## config.mk

```make
export PLATFORM = sky130hd
export DESIGN_NAME = pair_sum_stream
export DESIGN_NICKNAME = d
export VERILOG_FILES = /design/src/rtl/pair_sum_pkg.sv /design/src/rtl/pair_sum_out_reg.sv /design/src/rtl/pair_sum_stream.sv
export SDC_FILE = /design/constraint.sdc
export NUM_CORES = 1
export LEC_CHECK = 0
export ABC_AREA = 0
export CAP_MARGIN = 20
export CELL_PAD_IN_SITES_DETAIL_PLACEMENT = 1
export CELL_PAD_IN_SITES_GLOBAL_PLACEMENT = 1
export CORE_MARGIN = 2
export CORE_UTILIZATION = 41
export CTS_CLUSTER_DIAMETER = 120
export DETAILED_ROUTE_END_ITERATION = 7
export GPL_ROUTABILITY_DRIVEN = 0
export MAX_ROUTING_LAYER = met4
export PLACE_DENSITY = 0.79
export SYNTH_ARGS = -nofsm -noshare
export SYNTH_HDL_FRONTEND = slang
export SYNTH_SLANG_ARGS = --single-unit
```

## constraint.sdc

```tcl
create_clock -name clk -period 4.89 [get_ports clk]
set_clock_uncertainty 0.2 [all_clocks]
set_input_delay 1.467 -clock clk [delete_from_list [all_inputs] [get_ports clk]]
set_output_delay 1.467 -clock clk [all_outputs]
set_load 0.05 [all_outputs]
```

## src/rtl/pair_sum_pkg.sv

```systemverilog
// Shared types and helpers for the pair-sum stream consumer.
package pair_sum_pkg;

  typedef enum logic [1:0] {
    IDLE  = 2'd0,
    RUN   = 2'd1,
    DRAIN = 2'd2,
    DONE  = 2'd3
  } state_t;

  localparam int DEF_DATA_W  = 16;
  localparam int DEF_MAX_LEN = 10;

  // Widest word the adder helper handles; DATA_W must stay below this.
  localparam int SUM_MAX_W = 32;

  // Width of a counter able to hold 0..max_len.
  function automatic int cnt_w(input int max_len);
    return (max_len < 1) ? 1 : $clog2(max_len + 1);
  endfunction

  localparam int DEF_CNT_W = cnt_w(DEF_MAX_LEN);

  // Sign-extend both operands by one bit before adding, so the sum can never wrap.
  function automatic logic signed [SUM_MAX_W:0] sext_add(
    input logic signed [SUM_MAX_W-1:0] a,
    input logic signed [SUM_MAX_W-1:0] b
  );
    return signed'({a[SUM_MAX_W-1], a}) + signed'({b[SUM_MAX_W-1], b});
  endfunction

endpackage

```

## src/rtl/pair_sum_out_reg.sv

```systemverilog
// Output holding register with valid/ready handshake; width-parameterised.
module pair_sum_out_reg #(
  parameter int W = 17
) (
  input  logic         clk,
  input  logic         rst,
  input  logic         load,
  input  logic [W-1:0] load_data,
  input  logic         ready,
  output logic         valid,
  output logic [W-1:0] data,
  output logic         free
);

  // Register can take a new word when empty or being drained this cycle.
  assign free = !valid || ready;

  // Load wins over drain so back-to-back words keep full throughput; data holds otherwise.
  always_ff @(posedge clk or posedge rst) begin
    if (rst) begin
      valid <= 1'b0;
      data  <= '0;
    end else if (load) begin
      valid <= 1'b1;
      data  <= load_data;
    end else if (ready) begin
      valid <= 1'b0;
    end
  end

endmodule

```

## src/rtl/pair_sum_stream.sv

```systemverilog
// Pair-sum stream consumer: emits current + previous signed word for each nonzero input;
// a zero word or MAX_LEN nonzero words end the sequence.
// Optional build macro PAIR_SUM_SKIP_FIRST_EN: the first nonzero word only primes prev.
//
// state | meaning
// IDLE  | after reset, waiting for start
// RUN   | accepting words, producing sums
// DRAIN | sequence ended, waiting for last sum to leave
// DONE  | finished, done high, waiting for start
module pair_sum_stream
  import pair_sum_pkg::*;
#(
  parameter int DATA_W  = DEF_DATA_W,
  parameter int MAX_LEN = DEF_MAX_LEN
) (
  input  logic                           clk,
  input  logic                           rst,
  input  logic                           start,
  input  logic                           in_valid,
  output logic                           in_ready,
  input  logic signed [DATA_W-1:0]       in_data,
  output logic                           out_valid,
  input  logic                           out_ready,
  output logic signed [DATA_W:0]         out_data,
  output logic [cnt_w(MAX_LEN)-1:0]      count,
  output logic                           done,
  output logic                           overflow
);

  localparam int CNT_W = cnt_w(MAX_LEN);

  state_t state, state_nx;

  logic signed [DATA_W-1:0]    prev;
  logic signed [SUM_MAX_W-1:0] in_wide;
  logic signed [SUM_MAX_W-1:0] prev_wide;
  logic signed [SUM_MAX_W:0]   sum_wide;
  logic [DATA_W:0]             sum;
  logic                        unused_sum_hi;

  logic out_free;
  logic take;
  logic word_nz;
  logic take_nz;
  logic last_word;
  logic load;
  logic enter_run;
  logic finish;

  assign in_ready  = (state == RUN) && out_free;
  assign take      = in_valid && in_ready;
  assign word_nz   = (in_data != '0);
  assign take_nz   = take && word_nz;
  assign last_word = (count == CNT_W'(MAX_LEN - 1));

  assign in_wide       = SUM_MAX_W'(in_data);
  assign prev_wide     = SUM_MAX_W'(prev);
  assign sum_wide      = sext_add(in_wide, prev_wide);
  assign sum           = sum_wide[DATA_W:0];
  assign unused_sum_hi = ^sum_wide[SUM_MAX_W:DATA_W+1];

`ifdef PAIR_SUM_SKIP_FIRST_EN
  logic primed;

  // First nonzero word of a sequence only fills prev; later words produce sums.
  always_ff @(posedge clk or posedge rst) begin
    if (rst) begin
      primed <= 1'b0;
    end else if (enter_run) begin
      primed <= 1'b0;
    end else if (take_nz) begin
      primed <= 1'b1;
    end
  end

  assign load = take_nz && primed;
`else
  assign load = take_nz;
`endif

  // State register.
  always_ff @(posedge clk or posedge rst) begin
    if (rst) begin
      state <= IDLE;
    end else begin
      state <= state_nx;
    end
  end

  // Next-state decode; start is only honoured in IDLE and DONE.
  always_comb begin
    state_nx  = state;
    enter_run = 1'b0;
    finish    = 1'b0;
    case (state)
      IDLE: begin
        if (start) begin
          state_nx  = RUN;
          enter_run = 1'b1;
        end
      end
      RUN: begin
        if (take && (!word_nz || last_word)) begin
          state_nx = DRAIN;
        end
      end
      DRAIN: begin
        if (out_free) begin
          state_nx = DONE;
          finish   = 1'b1;
        end
      end
      DONE: begin
        if (start) begin
          state_nx  = RUN;
          enter_run = 1'b1;
        end
      end
      default: state_nx = IDLE;
    endcase
  end

  // Sequence bookkeeping: prev, count and the done/overflow status levels.
  always_ff @(posedge clk or posedge rst) begin
    if (rst) begin
      prev     <= '0;
      count    <= '0;
      done     <= 1'b0;
      overflow <= 1'b0;
    end else if (enter_run) begin
      prev     <= '0;
      count    <= '0;
      done     <= 1'b0;
      overflow <= 1'b0;
    end else begin
      if (take_nz) begin
        prev  <= in_data;
        count <= count + CNT_W'(1);
        if (last_word) begin
          overflow <= 1'b1;
        end
      end
      if (finish) begin
        done <= 1'b1;
      end
    end
  end

  pair_sum_out_reg #(
    .W (DATA_W + 1)
  ) u_out_reg (
    .clk       (clk),
    .rst       (rst),
    .load      (load),
    .load_data (sum),
    .ready     (out_ready),
    .valid     (out_valid),
    .data      (out_data),
    .free      (out_free)
  );

endmodule

```

==> results.json <==
{
  "crit_fanout": 5,
  "io_buffer_count": 45,
  "p_int_mw": 1.09,
  "synth_top_area_share_pct": 41.4,
  "cp.arrival_ns": 2.47,
  "hp-class": "flip-flop to flip-flop",
  "finalSetupTns_ns": 0,
  "fmax_ghz": 0.242,
  "crit_path_start_kind": "primary input",
  "rsz0062_at_grt": "false",
  "drv_cap": 0,
  "ys_ff_latch": 42,
  "power.density_mw_per_mm2": 670,
  "htreeDepth": 2,
  "cts-root-buf": "clkbuf_8",
  "die_x_um": 82.7,
  "synth_edf_count": 0,
  "drcViolationCount": 0,
  "ys_warn_count": 0,
  "final_net_count": 374,
  "post-route-period-util_pct": 84.5,
  "layout-drive-gt1-share_pct": 6.31,
  "ctsResizeCount": 0,
  "post_cts_buffers": 0,
  "drv_slew": 0,
  "synth_area_leader_cell": "dfrtp_1",
  "fin_crit_ns": 4.13,
  "worst_ep_required_time_ns": 3.22,
  "yosysSeqAreaShare_pct": 41.4,
  "grt_max_degree": 50,
  "synth.area.top_cells": "dfrtp_1 (41%), ha_1 (9.9%), nand2_1 (9.2%)",
  "overflow": 0,
  "die_y_um": 82.7,
  "cts_tree": "yes",
  "setup_viol": 0,
  "async_flop_share_pct": 100,
  "vias": 2302,
  "ys_types": 44,
  "ys.flop_type": "dfrtp_1",
  "cts_buffers": 5,
  "peakVddDrop_v": 0.000369,
  "p_sw_mw": 1.03,
  "core_region_area_mm2": 0.00596,
  "outcome": "finished, final reports clean",
  "yosysMostFrequentCell": "nand2_1",
  "wirelength_um": 7070,
  "drtIter0Drc": 159,
  "power_switching_share_pct": 48.8,
  "firstDrtPassIters": 4,
  "hpwl_um": 5010,
  "syn_area_mm2": 0.00254,
  "syn_inst": 289,
  "grt_usage_pct": 23.4,
  "final_antenna_net_count": 0,
  "final-hold-violation-count": 0,
  "placementRows": 28,
  "grt_pass1_wl_um": 11800,
  "area_delta_synth_final_pct": 24.8,
  "initial_utilization_pct": 42.6,
  "syn-num-nets": 331,
  "die_area_mm2": 0.00683,
  "endpoint_kind": "primary output",
  "synth_common_cells": "nand2_1 (62), dfrtp_1 (42), a21oi_1 (29), ha_1 (20), nor2_1 (14)",
  "routed_via_density": 5.64,
  "antenna_cells": 0,
  "clock-sinks": 42,
  "pwr-share-clk_pct": 13.6,
  "clkSlewWorstSetupHoldPaths_ns": 0.09,
  "dp_cells": 399,
  "maxSlewHeadroom_pct": 42.3,
  "clockBufferDepth": 2,
  "grt_pass1_vias": 2385,
  "io_pins": 46,
  "stdcell_count": 408,
  "insertion_delay_ns": 0.30,
  "p_leak_nw": 1.40,
  "worstMarginPinSlew_ns": 0.866,
  "crit_type": "primary input to primary output",
  "p_comb_share_pct": 59.1,
  "antenna_found_initial": 0,
  "holdBufCountCts": 0,
  "pwr-share-seq_pct": 27.3,
  "syn_area_per_cell_um2": 8.78,
  "wl_per_cell_um": 17.3
}
[flip-flops by register name (all words and copies together) (netlist names)]
register / count
count: 4
prev: 16
state: 2
u_out_reg.valid: 1
done: 1
u_out_reg.data: 17
overflow: 1
[power by group through the flow]
| stage | Sequential (mW) | Clock [mW] | Combinational, mW |
|---|---|---|---|
| CTS | 0.579 | 0.294 | 1.25 |
| detailed placement | 0.584 | 0 | 1.24 |
| floorplan | 0.845 | 0 | 0.608 |
| global route | 0.599 | 0.307 | 1.37 |
| finish | 0.579 | 0.288 | 1.25 |
| global placement | 0.578 | 0 | 1.20 |
[final cells by class]
type	count	area (um2)
clock inverter	3	43.8
clock buffer	5	68.8
timing repair buffer	49	478
tap	75	93.8
multi-input combinational	224	1390
sequential	42	1050
fill	722	2790
inverter	10	37.5
[cell usage in the layout (no fill, tap or decap), drive strengths merged, types with 7 or more instances in the layout]
| master | n |
|---|---|
| o21ai | 13 |
| nor3 | 7 |
| nand2 | 62 |
| nor2 | 14 |
| inv | 11 |
| nand4 | 7 |
| dfrtp | 42 |
| clkdlybuf4s50 | 44 |
| ha | 20 |
| a21oi | 29 |
| nand3 | 9 |
[kinds of logic after synthesis]
family                     synth area share, %
AOI/OAI and AO/OA                         18.9
xor gates and xnor gates                  3.45
adders and majority gates                 10.7
buffers and inverters                     3.65
DFF                                       41.4
and+or+nand+nor                           21.9
[layer usage]
| layer | wire length, um | GRT usage, % | part of all wire, % | vias up |
|---|---|---|---|---|
| met4 | 55 | 4.43 | 0.78 | 0 |
| met2 | 3380 | 37.7 | 48 | 55 |
| met1 | 3360 | 31.5 | 48 | 1124 |
| li1 | - | - | - | 1117 |
| met5 | 0 | - | 0 | - |
| met3 | 278 | 3.91 | 3.9 | 6 |
[worst max-delay path: stages]
cell and delay, ns:
clkdlybuf4s50_1 0.45, nand2b_1 0.18, and2_1 0.17, buf_4 0.20
[path summary, 6_finish.rpt]
kind                                       to                from  slack (ns)  depth (start not counted)
max                                  in_ready           out_ready        0.76                          4
min                        u_out_reg.data[11]  u_out_reg.data[11]        0.28                          2
max reg2reg                u_out_reg.data[14]             prev[0]        2.26                          7
min reg2reg                u_out_reg.data[11]  u_out_reg.data[11]        0.28                          2
max in group asynchronous            state[1]                 rst        2.70                          3
min in group asynchronous   u_out_reg.data[7]                 rst        1.41                          3
[through the flow]
| step | hold WS (ns) | worst slack, ns | total power [mW] | instance area, um2 | util, % |
|---|---|---|---|---|---|
| floorplan | 0.306 | 1.15 | 1.45 | 2540 | - |
| global placement | 0.258 | 0.774 | 1.78 | 3050 | 51.2 |
| detailed placement | 0.264 | 0.700 | 1.82 | 3050 | 51.2 |
| CTS | 0.287 | 0.749 | 2.12 | 3160 | 53.0 |
| global route | 0.313 | 0.684 | 2.28 | 3170 | 53.2 |
| finish | 0.281 | 0.757 | 2.12 | 3170 | 53.2 |
(Power assumes the default switching activity.)
